File: src/rtl/board_gpio_pkg.sv
// Shared types and helpers for the board GPIO block.
// Optional PWM dimming of ON-mode LEDs is enabled by BOARD_GPIO_PWM_EN.
package board_gpio_pkg;

    typedef enum logic [1:0] {
        LED_OFF        = 2'd0,
        LED_ON         = 2'd1,
        LED_BLINK_SLOW = 2'd2,
        LED_BLINK_FAST = 2'd3
    } led_mode_t;

    localparam int DEB_CYCLES_DEF = 200000;

    function automatic int clog2(input int v);
        int r;
        int x;
        r = 0;
        x = v - 1;
        while (x > 0) begin
            r = r + 1;
            x = x >> 1;
        end
        return r;
    endfunction

    // A single-sample debounce still needs a 1-bit counter.
    function automatic int cnt_width(input int v);
        return (clog2(v) < 1) ? 1 : clog2(v);
    endfunction

endpackage

File: src/rtl/board_gpio_ctrl_debounce.sv
// One input channel: two-flop synchroniser, stability counter and
// debounced level with a single-cycle change strobe.
module gpio_debounce
    import board_gpio_pkg::*;
#(
    parameter int DEB_CYCLES = DEB_CYCLES_DEF
) (
    input  logic clk,
    input  logic rst,
    input  logic din,
    output logic q,
    output logic chg
);

    localparam int CW = cnt_width(DEB_CYCLES);
    localparam logic [CW-1:0] LAST = CW'(DEB_CYCLES - 1);

    logic          s1;
    logic          s2;
    logic [CW-1:0] cnt;

    assign chg = (s2 != q) && (cnt == LAST);

    always_ff @(posedge clk) begin
        if (rst) begin
            s1  <= 1'b0;
            s2  <= 1'b0;
            q   <= 1'b0;
            cnt <= '0;
        end else begin
            s1 <= din;
            s2 <= s1;
            if (s2 == q) begin
                cnt <= '0;
            end else if (cnt == LAST) begin
                q   <= s2;
                cnt <= '0;
            end else begin
                cnt <= cnt + 1'b1;
            end
        end
    end

endmodule

File: src/rtl/board_gpio_ctrl.sv
// Board GPIO: debounced switches with change events, LED mode driver.
// Define BOARD_GPIO_PWM_EN for duty-cycle dimming of lit LEDs.
module board_gpio_ctrl
    import board_gpio_pkg::*;
#(
    parameter int NUM_IN     = 4,
    parameter int NUM_LED    = 8,
    parameter int DEB_CYCLES = DEB_CYCLES_DEF,
    parameter int PRESC_W    = 24
) (
    input  logic                 sys0_clk,
    input  logic                 sys0_rst,
    input  logic [NUM_IN-1:0]    sw_in,
    output logic [NUM_IN-1:0]    sw_q,
    output logic                 evt_valid,
    input  logic                 evt_ready,
    output logic [NUM_IN-1:0]    evt_state,
    output logic [NUM_IN-1:0]    evt_mask,
    output logic                 evt_ovf,
    input  logic [2*NUM_LED-1:0] led_mode,
    input  logic [7:0]           led_duty,
    output logic [NUM_LED-1:0]   led
);

    logic [NUM_IN-1:0]  chg;
    logic [NUM_IN-1:0]  mask;
    logic               ovf;
    logic               accept;
    logic [PRESC_W-1:0] presc;
    logic [NUM_LED-1:0] led_nxt;
    logic               on_lvl;

    for (genvar gi = 0; gi < NUM_IN; gi++) begin : g_deb
        gpio_debounce #(
            .DEB_CYCLES(DEB_CYCLES)
        ) u_deb (
            .clk(sys0_clk),
            .rst(sys0_rst),
            .din(sw_in[gi]),
            .q  (sw_q[gi]),
            .chg(chg[gi])
        );
    end

    assign evt_valid = |mask;
    assign evt_state = sw_q;
    assign evt_mask  = mask;
    assign evt_ovf   = ovf;
    assign accept    = evt_valid & evt_ready;

    // Changes landing on an accept cycle start the next event.
    always_ff @(posedge sys0_clk) begin
        if (sys0_rst) begin
            mask <= '0;
            ovf  <= 1'b0;
        end else begin
            mask <= (accept ? '0 : mask) | chg;
            if (|(chg & mask) && !accept) begin
                ovf <= 1'b1;
            end else if (accept) begin
                ovf <= 1'b0;
            end
        end
    end

    always_ff @(posedge sys0_clk) begin
        if (sys0_rst) begin
            presc <= '0;
        end else begin
            presc <= presc + 1'b1;
        end
    end

`ifdef BOARD_GPIO_PWM_EN
    logic [7:0] pwm_cnt;

    always_ff @(posedge sys0_clk) begin
        if (sys0_rst) begin
            pwm_cnt <= '0;
        end else begin
            pwm_cnt <= pwm_cnt + 8'd1;
        end
    end

    assign on_lvl = (pwm_cnt < led_duty);
`else
    logic unused_duty;

    assign unused_duty = ^led_duty;
    assign on_lvl      = 1'b1;
`endif

    always_comb begin
        led_nxt = '0;
        for (int i = 0; i < NUM_LED; i++) begin
            unique case (led_mode_t'(led_mode[2*i +: 2]))
                LED_OFF:        led_nxt[i] = 1'b0;
                LED_ON:         led_nxt[i] = on_lvl;
                LED_BLINK_SLOW: led_nxt[i] = presc[PRESC_W-1] & on_lvl;
                LED_BLINK_FAST: led_nxt[i] = presc[PRESC_W-3] & on_lvl;
            endcase
        end
    end

    always_ff @(posedge sys0_clk) begin
        if (sys0_rst) begin
            led <= '0;
        end else begin
            led <= led_nxt;
        end
    end

endmodule

File: config.mk
export PLATFORM = sky130hd
export DESIGN_NAME = board_gpio_ctrl
export DESIGN_NICKNAME = d
export VERILOG_FILES = /design/src/rtl/board_gpio_pkg.sv /design/src/rtl/board_gpio_ctrl_debounce.sv /design/src/rtl/board_gpio_ctrl.sv
export SDC_FILE = /design/constraint.sdc
export NUM_CORES = 1
export LEC_CHECK = 0
export CAP_MARGIN = 20
export CORE_ASPECT_RATIO = 1.2
export CORE_MARGIN = 1.5
export CORE_UTILIZATION = 40
export DETAILED_ROUTE_END_ITERATION = 8
export PLACE_DENSITY = 0.56
export SETUP_SLACK_MARGIN = 0.15
export SYNTH_ARGS = -nofsm -noshare
export SYNTH_HDL_FRONTEND = slang
export SYNTH_HIERARCHICAL = 1
export SYNTH_SLANG_ARGS = --single-unit
File: constraint.sdc
create_clock -name sys0_clk -period 4.4 [get_ports sys0_clk]
set_input_delay 0.44 -clock sys0_clk [delete_from_list [all_inputs] [get_ports sys0_clk]]
set_output_delay 0.44 -clock sys0_clk [all_outputs]
set_load 0.02 [all_outputs]
== After elaboration in Yosys (flattened, before gate mapping) ==
Cells that the tools add are included.
Widths: inputs -> output; s select.

* Multipliers: 0
* Eq/ne operators: 36
* Add/sub/neg operators: 5
* Div/mod/pow operators: 0
* Bitwise gates (word level): 7
* Shift-type cells: 0
* Reduce and logical (&&, ||, !) cells: 25
* Multiplexer cells: 11
* $lt $le $gt $ge: 0

{| class="wikitable"
|+ Operators by type and width
! kind !! number
|-
| $add 18x1->18 const B || 4
|-
| $eq 18x18->1 const B || 4
|-
| $eq 2x2->1 const B || 16
|-
| $pmux 1 s4 || 8
|-
| $add 24x1->24 const B || 1
|-
| $eq 2x1->1 const B || 8
|-
| $logic_not 2->1 || 8
|-
| $reduce_or 3->1 || 4
|-
| $reduce_and 2->1 || 4
|-
| $reduce_or 4->1 || 2
|-
| $logic_and 1x1->1 || 5
|-
| $and 4x4->4 || 1
|-
| $eq 1x1->1 || 4
|-
| $mux 4 || 1
|-
| $ne 1x1->1 || 4
|-
| $not 1->1 || 4
|-
| $or 4x4->4 || 1
|-
| $mux 1 || 2
|-
| $reduce_bool 2->1 || 1
|-
| $and 1x1->1 || 1
|-
| $logic_not 1->1 || 1
|}

* Word-level logic and storage cells: 104
* Memories kept: 0
* Bits in writable memories: 0
* Flip-flop bits (word level): 121
* Bits of input ports: 31
* Latch bits: 0
* Output and inout bits: 22
* Bits in read-only memories: 0

== Longest topological paths before layout ==
Gate-level depths: netlist (run 1).

* Depth after elaboration: 6
* Depth in mapped cells: 7
* Depth with buffers taken out: 7

== Hierarchy ==
Netlist (run 1), hierarchy kept.

{| class="wikitable"
|+ Modules (own cells, without submodules)
! module !! area each (µm²) !! seq. area each (µm²) !! cells an instance !! instances
|-
| gpio_debounce || 1004.7 || 420.4 || 109 || 4
|-
| board_gpio_ctrl || 1620.3 || 740.7 || 190 || 1
|}

== Worst setup path after synthesis (run 1) ==
Ideal clock, no wire load.

* Path kind: register to register
* From: register presc[9]
* To: register presc[22]
* Data arrival time: 1.717 ns
* Period minus slack after synthesis: 1.787 ns
* Setup slack: 2.613 ns
* Required time: 4.330 ns
* Stages on the path, launching flop included: 6
* Buffers on the path: 1
* Library setup time: 0.070 ns
* Cell sequence: dfxtp_1 > nand3_2 > or4_1 > buf_2 > or4_1 > a21oi_1

* Longest elaborated chain between the ends: 1

{| class="wikitable"
|+ RTL lines
! item !! line !! RTL
|-
| start: declaration || board_gpio_ctrl.sv:29 || <nowiki>logic [PRESC_W-1:0] presc;</nowiki>
|-
| start signal: assignment || board_gpio_ctrl.sv:70 || <nowiki>presc <= presc + 1'b1;</nowiki>
|-
| $add 24x1->24 || board_gpio_ctrl.sv:70 ||
|}

Every way passes these cells.
A chain may end at the register's enable or synchronous reset.

== Worst setup path after layout (run 1) ==
* From: register mask[0] (netlist: evt_mask[0])
* To: output port evt_valid

* Longest elaborated chain between the ends: 1

{| class="wikitable"
|+ RTL lines
! item !! line !! RTL
|-
| start: declaration || board_gpio_ctrl.sv:26 || <nowiki>logic [NUM_IN-1:0] mask;</nowiki>
|-
| start signal: assignment || board_gpio_ctrl.sv:57 || <nowiki>mask <= (accept ? '0 : mask) | chg;</nowiki>
|-
| $reduce_or 4->1 || board_gpio_ctrl.sv:45 || <nowiki>assign evt_valid = |mask;</nowiki>
|-
| end: declaration || board_gpio_ctrl.sv:15 || <nowiki>output logic evt_valid,</nowiki>
|}

Every way passes these cells.

==> results of run 1 <==
through the flow:
stage,area [um^2],utilization [%]
global placement,6160,44.76
CTS,6715,48.80
floorplan,5639,-
global route,6715,48.80
finish,6715,48.80
detailed placement,6160,44.76
flip-flops by register name (all words and copies together) (netlist names):
name and count:
g_deb.u_deb/q 4, evt_mask 4, g_deb.u_deb/cnt 72, g_deb.u_deb/s2 4, presc 24, evt_ovf 1, g_deb.u_deb/s1 4, led 8
metal layers:
| metal | wire length [um] | GRT usage [%] |
|---|---|---|
| met3 | 372 | 4.902 |
| met2 | 5659 | 27.30 |
| met5 | 0 | 0 |
| met4 | 175 | 6.821 |
| met1 | 5464 | 20.28 |
power breakdown:
part	total (mW)	internal [mW]	switching, mW
registers	1.11	1.11	0.00605
logic	0.0636	0.0322	0.0314
clock network	1.29	0.832	0.453
total	2.46	1.97	0.491
layout make-up:
cell class | instances | area, um^2 | area share (%)
clock buffer | 29 | 550.5 | 8.198
clock inverter | 1 | 5.005 | 0.07453
inverter | 25 | 93.84 | 1.397
multi-input combinational | 455 | 2987 | 44.48
sequential | 121 | 2422 | 36.07
tap | 171 | 214.0 | 3.186
timing repair buffer | 45 | 442.9 | 6.596
cells in the mapped netlist, drive strengths merged, types with 6 or more instances:
| cell | count | area (um^2) |
|---|---|---|
| dfxtp | 121 | 2422 |
| nor2 | 93 | 349.1 |
| xnor2 | 51 | 446.7 |
| nand3 | 36 | 205.2 |
| a21oi | 31 | 155.2 |
| nor4 | 31 | 279.0 |
| nand2 | 29 | 108.9 |
| o21ai | 26 | 145.1 |
| inv | 25 | 93.84 |
| nand4 | 25 | 216.5 |
| nor3 | 20 | 100.1 |
| buf | 19 | 113.9 |
| xor2 | 17 | 148.9 |
| nand3b | 12 | 90.09 |
| nor2b | 9 | 56.30 |
| mux2i | 8 | 80.08 |
| nand4bb | 8 | 90.09 |
| or3 | 8 | 55.05 |
| and3 | 7 | 45.05 |
| clkbuf | 6 | 22.52 |
worst max path at each step:
stage | to | slack (ns) | depth (start not counted)
final | evt_valid | 2.11 | 2
after global placement | g_deb[3].u_deb/cnt[16] | 2.32 | 5
after global routing | evt_valid | 2.03 | 2
after floorplan | presc[22] | 2.61 | 5
after detailed placement | g_deb[3].u_deb/cnt[10] | 2.30 | 5
after CTS | evt_valid | 2.09 | 2
logic make-up after synthesis:
group           after synthesis  synth area share [%]
flops                       121                 42.96
simple gates                302                 32.35
compound gates               72                 7.522
mux                           8                 1.420
xor+xnor                     68                 10.56
fa+ha+maj                     5                 1.109
buf+inv                      50                 4.083
worst register-to-register path: cells and delay by family, from the launching register on:
| kind | cells | cell delay (ns) |
|---|---|---|
| simple gates | 3 | 0.61 |
| compound gates | 1 | 0.56 |
| flops | 1 | 0.40 |
| fa+ha+maj | 1 | 0.26 |
==> results.md, run 1 <==
* CTS tree: done
* Min Tclk post-route at 2.294 ns
* Slowest CP cell: clkdlybuf4s50_1
* Crit path from: evt_mask[0]
* Fin Clk Skew at 0.006436 ns
* Fraction of the yosys area taken by sequential cells at 42.96%
* Setup-failing EPs final at 0
* H-tree depth at 4
* Peak supply drop at 0.2354 mV
* Height of the chip at 133.1 um
* Type of the worst min-delay path: reg2reg
* Max Clock Freq at 436.0 MHz
* Max FO, Critical Path at 4
* Starting Density at 40.98%
* Leakage at 2.113 nW
* Worst Max-Slew Pin Slew at 0.7810 ns
* Row cnt at 47
* TritonRoute pass-1 iters at 4
* Path depth of the worst reg2reg path at 5
* DR vias at 4481
* Initial antenna violation count at 0
* Status: finished, final reports clean
* Synthesized area at 0.005639 mm^2
* CP max stage delay at 0.57 ns
* Syn Nets at 662
* Finished Layout Cells at 847
* Post-CTS setup buffer count at 0
* Ys async rst share at 0%
* Final global-route overflow total at 0
* Area Growth Syn to Fin at 19.08%
* Core area at 0.01376 mm^2
* Fraction of layout cells with a size suffix above 1 at 10.06%
* Post-CTS sizing at 0
* Hold Path Stages at 1
* WL/cell at 13.78 um
* Num CTS Buffers at 17
* Reg2reg end: g_deb[1].u_deb/cnt[14]
* IO Port Bufs at 44
* WP data arrival at 1.85 ns
* Pre-CTS setup slack at 2.300 ns
* Crit share post-route at 52.13%
* CTS sink cnt at 121
* Drt drc at 0
* Worst slew margin at 47.94%
* CTS Buffer Depth at 2
* Overall power at 2.462 mW
* Crit Reg-Reg Startpoint: g_deb[1].u_deb/cnt[0]
* Clock Pin Slew Worst Setup and Hold Paths at 0.05 ns
* Setup slack, reg-to-reg at 2.42 ns
* Power density cells at 366.7 mW/mm^2
* Syn_area_per_cell at 9.008 um^2
* DRT Wirelength at 11.67 mm
* Hold endpoint: g_deb[2].u_deb/s2
* Vias/cell at 5.290
* Synth cell types at 43
* Commonest non-fill, non-tap cells in the layout: dfxtp_1, nor2_1, xnor2_1
* WP data required at 3.96 ns
* Post-synth EDFFs at 0
* Family with the most delay on the worst path: buffers and inverters
* Largest net degree at the start of global routing at 40
* Die Width at 111.4 um
* Clock latency on the worst-skew pair at 0.41 ns
* RSZ-0062 raised after global routing: no
* Worst path cell trace: or4_1 -> clkdlybuf4s50_1
* Detailed placement HPWL at 8.175 mm
* #FFs+latches synth at 121
* Ys flop type: dfxtp_1
* CTS Hold Bufs at 0
* Post-route setup TNS at 0 ns
* Fillers at 1304
* Post-Place Cells at 817
* Cell count after synthesis at 626
* YS warnings at 6
* Overall Global Routing Usage at 16.58%
* Number of global-route vias before repair at 4285
* Worst Path Buf+Inv at 1
* Critical path endpoint category: output pin
* Hold slack at 0.4426 ns
* Fin worst setup slack at 2.106 ns
* Final Hold Fails at 0
* # IOs at 53
* Startpoint types: flip-flop
* Beginning of the worst hold path: g_deb[2].u_deb/s1
* Final slew viol count at 0
* GPL Wtd Cong at 0.7437
* Root buffer cell: clkbuf_16
* Drt initial violations at 192
* First-pass GRT wire length at 19.95 mm
* Die ar. at 0.01482 mm^2
* Number of diodes at 0
* Remaining antenna violation count at 0
* Most common cell after layout, fill and taps aside: dfxtp_1
* Crit Path Category: reg2out
* NumNets Final at 701
* Maxcap violations at 0
Power figures use the tool's default switching activity.
==> inputs of run 2 (changes only) <==
Clock period 4.4 ns to 2.3 ns, I/O delays scaled along.
==> run 2 against run 1 <==
  * Combinational power increased by 100%
  * Register-to-register slack lost 2.0 ns
  * Non-clock buffer count up 10
  * Total power rose by 110%
  * Highest routed layer unchanged
==> results.md, run 2 (synthesis results as in run 1) <==
* Starting Density at 40.98%
* Post-Place Cells at 827
* Overall Global Routing Usage at 16.92%
* Clock Pin Slew Worst Setup and Hold Paths at 0.05 ns
* WP data required at 2.07 ns
* Root buffer cell: clkbuf_16
* Net Sw Frac at 19.16%
* GPL Wtd Cong at 0.7682
* Startpoint types: flip-flop
* Fin worst setup slack at 0.2336 ns
* Status: finished, final reports clean
* Worst Max-Slew Pin Slew at 0.4176 ns
* Regs by FF count: g_deb.u_deb/cnt (72), presc (24), led (8)
* Area Growth Syn to Fin at 22.10%
* Hold slack at 0.1959 ns
* Crit Path Category: reg2out
* Largest reg by FF count: g_deb.u_deb/cnt
* Vias/cell at 5.272
* Finished Layout Cells at 859
* RSZ-0062 raised after global routing: no
* Leakage at 2.206 nW
* Number of flip-flops in the largest register at 72
* Number of global-route vias before repair at 4435
* DRT Wirelength at 11.95 mm
* CTS Hold Bufs at 0
* Crit share post-route at 89.84%
* # IOs at 53
* Post-route setup TNS at 0 ns
* Max FO, Critical Path at 4
* Remaining antenna violation count at 0
* Most common cell after layout, fill and taps aside: dfxtp_1
* Die Width at 111.4 um
* TritonRoute pass-1 iters at 4
* Setup-failing EPs final at 0
* Commonest non-fill, non-tap cells in the layout: dfxtp_1, nor2_1, xnor2_1
* CP max stage delay at 0.56 ns
* Final Hold Fails at 0
* Logic pwr share at 2.5%
* First-pass GRT wire length at 20.60 mm
* Internal power at 4.165 mW
* WL/cell at 13.91 um
* Type of the worst min-delay path: in2reg
* CTS sink cnt at 121
* Clock latency on the worst-skew pair at 0.41 ns
* Post-layout util at 50.04%
* WP data arrival at 1.84 ns
* Pre-CTS setup slack at 0.3845 ns
* Largest net degree at the start of global routing at 37
* DR vias at 4529
* Critical path endpoint category: output pin
* Seq pwr share at 41.3%
* Slowest CP cell: clkdlybuf4s50_1
* Post-CTS setup buffer count at 0
* Drt initial violations at 167
* Initial antenna violation count at 0
* Height of the chip at 133.1 um
* Number of diodes at 0
* Die ar. at 0.01482 mm^2
* Detailed placement HPWL at 8.305 mm
* Drt drc at 0
* Post-CTS sizing at 0
* CTS Buffer Depth at 2
* Final global-route overflow total at 0
* Worst path cell trace: or4_1 -> clkdlybuf4s50_1
* Power density cells at 748.2 mW/mm^2
* Fin Clk Skew at 0.005097 ns
* H-tree depth at 4
* Net load switching power at 0.9869 mW
* Max Clock Freq at 483.9 MHz
* Final slew viol count at 0
* Row cnt at 47
* Min Tclk post-route at 2.066 ns
* Peak supply drop at 0.4798 mV
* Clock network power share at 56.2%
* Maxcap violations at 0
* Worst slew margin at 71.95%
* CTS tree: done
* Core area at 0.01376 mm^2
* IO Port Bufs at 44
* Fraction of layout cells with a size suffix above 1 at 11.92%
* NumNets Final at 711
* Num CTS Buffers at 17
run 2: worst max-delay path: cells and delay by family, from the launching register on:
kind,cells,cell delay [ns]
buffers and inverters,1,0.56
AND/OR/NAND/NOR,1,0.54
flip-flops,1,0.33
run 2: power groups by stage:
stage,combinational (mW),sequential (mW),clock (mW)
2_1_floorplan,0.0487,2.18,0
3_3_place_gp,0.129,2.17,0
3_5_place_dp,0.130,2.17,0
4_1_cts,0.131,2.13,2.96
5_1_grt,0.142,2.13,3.05
6_report,0.129,2.13,2.89
run 2: final cells by class:
cell class	instances	area, um^2
Tap cell	171	214.0
Sequential cell	121	2422
Multi-Input combinational cell	455	2987
Fill cell	1298	6875
Inverter	25	93.84
Clock inverter	7	135.1
Timing Repair Buffer	55	518.0
Clock buffer	25	515.5
run 2: routing by layer:
layer / routed length (um) / global-route usage (%) / up-vias
met3: 363 / 4.260 / 16
met4: 212 / 8.439 / 0
met2: 5799 / 27.57 / 56
met1: 5570 / 20.79 / 2144
met5: 0 / 0 / -
li1: - / - / 2313
run 2: worst paths after layout:
check | depth (start not counted) | startpoint | endpoint | slack [ns]
max | 2 | evt_mask[0] | evt_valid | 0.23
min | 2 | sys0_rst | evt_mask[3] | 0.20
max reg2reg | 4 | presc[9] | presc[22] | 0.38
min reg2reg | 1 | g_deb[2].u_deb/s1 | g_deb[2].u_deb/s2 | 0.44
run 2: metrics by stage:
stage	total power, mW	instance area [um^2]
floorplan	2.226	5639
global placement	2.300	6235
global route	5.317	6885
finish	5.151	6885
CTS	5.218	6885
detailed placement	2.303	6235
==> inputs of run 3 (changes only) <==
Settings changed: PLACE_DENSITY 0.56 to not set, PLACE_DENSITY_LB_ADDON set to 0.08, SYNTH_HIERARCHICAL 1 to not set.
==> run 3 against run 2 <==
  * Final cell count down 7.7%
  * Non-clock buffer count down 6
  * Global-route usage down 1.1 points
  * Worst setup slack worse by 0.0059 ns
  * Synthesized area down 7.4%
  * Register-to-register slack better by 0.05 ns
  * Sequential share of layout area up 3.3 points
  * Clock power down 10%
  * Wire length down 18%
  * Clock skew up 0.0036 ns
  * First-iteration DRC count down 11%
  * Flip-flop and latch count unchanged
  * Critical path type unchanged
==> results.md, run 3 <==
* Cell count after synthesis at 574
* DR vias at 3891
* Largest net degree at the start of global routing at 36
* Slowest CP cell: clkdlybuf4s50_1
* Number of flip-flops in the largest register at 72
* Number of diodes at 0
* Number of global-route vias before repair at 3733
* Min Tclk post-route at 2.072 ns
* Syn_area_per_cell at 9.096 um^2
* NumNets Final at 652
* Post-CTS setup buffer count at 0
* Synth top area share at 46.39%
* YS warnings at 0
* Largest reg by FF count: g_deb.u_deb.cnt
* Commonest non-fill, non-tap cells in the layout: dfxtp_1, nor2_1, xor2_1
* Die ar. at 0.01375 mm^2
* Post-CTS sizing at 0
* Placed instance area at 0.005715 mm^2
* DRT Wirelength at 9.852 mm
* Worst slew margin at 55.91%
* Row cnt at 45
* Detailed placement HPWL at 6.751 mm
* Critical path endpoint category: output pin
* Status: finished, final reports clean
* First-pass GRT wire length at 17.12 mm
* Root buffer cell: clkbuf_16
* WP data arrival at 1.84 ns
* Post-synth EDFFs at 0
* # IOs at 53
* Ys async rst share at 0%
* Setup-failing EPs final at 0
* RSZ-0062 raised after global routing: no
* Peak supply drop at 0.4474 mV
* TritonRoute pass-1 iters at 4
* Beginning of the worst hold path: sys0_rst
* IO Port Bufs at 44
* Vias/cell at 4.907
* Path depth of the worst reg2reg path at 6
* Drt drc at 0
* Synth cell types at 45
* Startpoint types: flip-flop
* Post-route setup TNS at 0 ns
* GPL Wtd Cong at 0.7532
* Hold Path Stages at 2
* Final global-route overflow total at 0
* Most frequent cell after synthesis: dfxtp_1
* Core area at 0.01267 mm^2
* CTS Buffer Depth at 2
* Final slew viol count at 0
* Drt initial violations at 149
* Regs by FF count: g_deb.u_deb.cnt (72), presc (24), led (8)
* Remaining antenna violation count at 0
* Yosys top cell by area: dfxtp_1
* Worst Max-Slew Pin Slew at 0.6554 ns
* Height of the chip at 128.2 um
* Power density cells at 767.2 mW/mm^2
* Overall Global Routing Usage at 15.80%
* Post-synth top cells: dfxtp_1, nor2_1, xor2_1
* Type of the worst min-delay path: in2reg
* Synthesized area at 0.005221 mm^2
* CP max stage delay at 0.56 ns
* Design Area, Final at 0.006300 mm^2
* Fraction of layout cells with a size suffix above 1 at 7.313%
* CTS sink cnt at 121
* #FFs+latches synth at 121
* Die Width at 107.3 um
* CTS tree: done
* Ys flop type: dfxtp_1
* Max FO, Critical Path at 4
* Initial antenna violation count at 0
* Max Clock Freq at 482.5 MHz
* Pre-CTS setup slack at 0.4359 ns
* Leakage at 2.226 nW
* Clock latency on the worst-skew pair at 0.41 ns
* WP data required at 2.07 ns
* Clock Pin Slew Worst Setup and Hold Paths at 0.05 ns
* WL/cell at 12.42 um
* Starting Density at 41.21%
* Crit share post-route at 90.10%
* Num CTS Buffers at 17
* Fraction of the yosys area taken by sequential cells at 46.39%
* Most common cell after layout, fill and taps aside: dfxtp_1
* Hold endpoint: presc[18]
* Fin Clk Skew at 0.008705 ns
* Post-Place Cells at 761
* Area Growth Syn to Fin at 20.66%
* Worst path cell trace: or4_1 -> clkdlybuf4s50_1
* H-tree depth at 4
* Post-layout util at 49.73%
* Maxcap violations at 0
* Crit Reg-Reg Startpoint: g_deb[0].u_deb.cnt[0]
* Final Hold Fails at 0
* Crit Path Category: reg2out
* Reg2reg end: evt_ovf
* CTS Hold Bufs at 0
* Setup slack, reg-to-reg at 0.43 ns
* Synth top area cells: dfxtp_1, xor2_1, nor2_1, xnor2_1, nand3_1
* Finished Layout Cells at 793
* Syn Nets at 610
* Fin worst setup slack at 0.2277 ns
==> run 3: cell count changes in the layout (fill, tap and decap cells not counted), sizes merged, moves of 6 or more <==
cell     before  now
nor3         20    6
inv          25   16
o21ai        26   15
nor4         31   10
nor2         93  112
nand4        25   18
and3          7   17
xnor2        51   31
buf          12    6
a21oi        31   16
xor2         17   53
nand4bb       8    0
==> run 3: worst max-delay path, delay by kind of cell (launching register included) <==
family	cells	cell delay (ns)
and+or+nand+nor	1	0.55
buffers and inverters	1	0.56
DFF	1	0.33
==> run 3: worst max-delay path by stage <==
stage                          start                     end  slack, ns  cells after the start
6_report                 evt_mask[0]               evt_valid       0.23                      2
5_1_grt                  evt_mask[0]               evt_valid       0.18                      2
4_1_cts                  evt_mask[0]               evt_valid       0.21                      2
3_5_place_dp   g_deb[0].u_deb.cnt[0]                 evt_ovf       0.44                      6
3_3_place_gp   g_deb[0].u_deb.cnt[0]                 evt_ovf       0.48                      6
2_1_floorplan  g_deb[0].u_deb.cnt[0]  g_deb[0].u_deb.cnt[10]       0.67                      7
==> run 3: kinds of logic after synthesis <==
| logic type | count (synthesis) | share of synthesized area [%] |
|---|---|---|
| AOI/OAI and AO/OA | 38 | 4.146 |
| xor gates and xnor gates | 84 | 14.09 |
| adders and majority gates | 5 | 1.198 |
| buffers and inverters | 42 | 4.673 |
| DFF | 121 | 46.39 |
| muxes | 3 | 0.5751 |
| and+or+nand+nor | 281 | 28.92 |
==> run 3: stage by stage <==
step	power, mW	hold WS, ns
after floorplan	2.229	0.3435
after global placement	2.288	0.4173
after detailed placement	2.290	0.4307
after CTS	4.909	0.1807
after global routing	5.022	0.2070
final	4.833	0.1940
==> run 3: final cells by class <==
| class | count | area, um^2 |
|---|---|---|
| clock buffer | 24 | 491.7 |
| clock inverter | 8 | 92.59 |
| fill | 1203 | 6369 |
| inverter | 16 | 60.06 |
| multi-input combinational | 411 | 2555 |
| sequential | 121 | 2422 |
| tap | 164 | 205.2 |
| timing repair buffer | 49 | 473.0 |
==> run 3: metal layers <==
layer | global-route usage, % | vias to the layer above | share of wire [%]
li1 | - | 2024 | -
met1 | 19.25 | 1808 | 47
met2 | 25.67 | 45 | 48
met3 | 4.067 | 14 | 3.0
met4 | 8.000 | 0 | 1.9
met5 | 0 | - | 0
==> run 3: power breakdown <==
part           internal (mW)  leakage, nW  switching (mW)
clock                   1.70        0.290           0.890
combinational         0.0618        0.958          0.0565
sequential              2.12        0.978         0.00979
total                   3.88         2.23           0.956
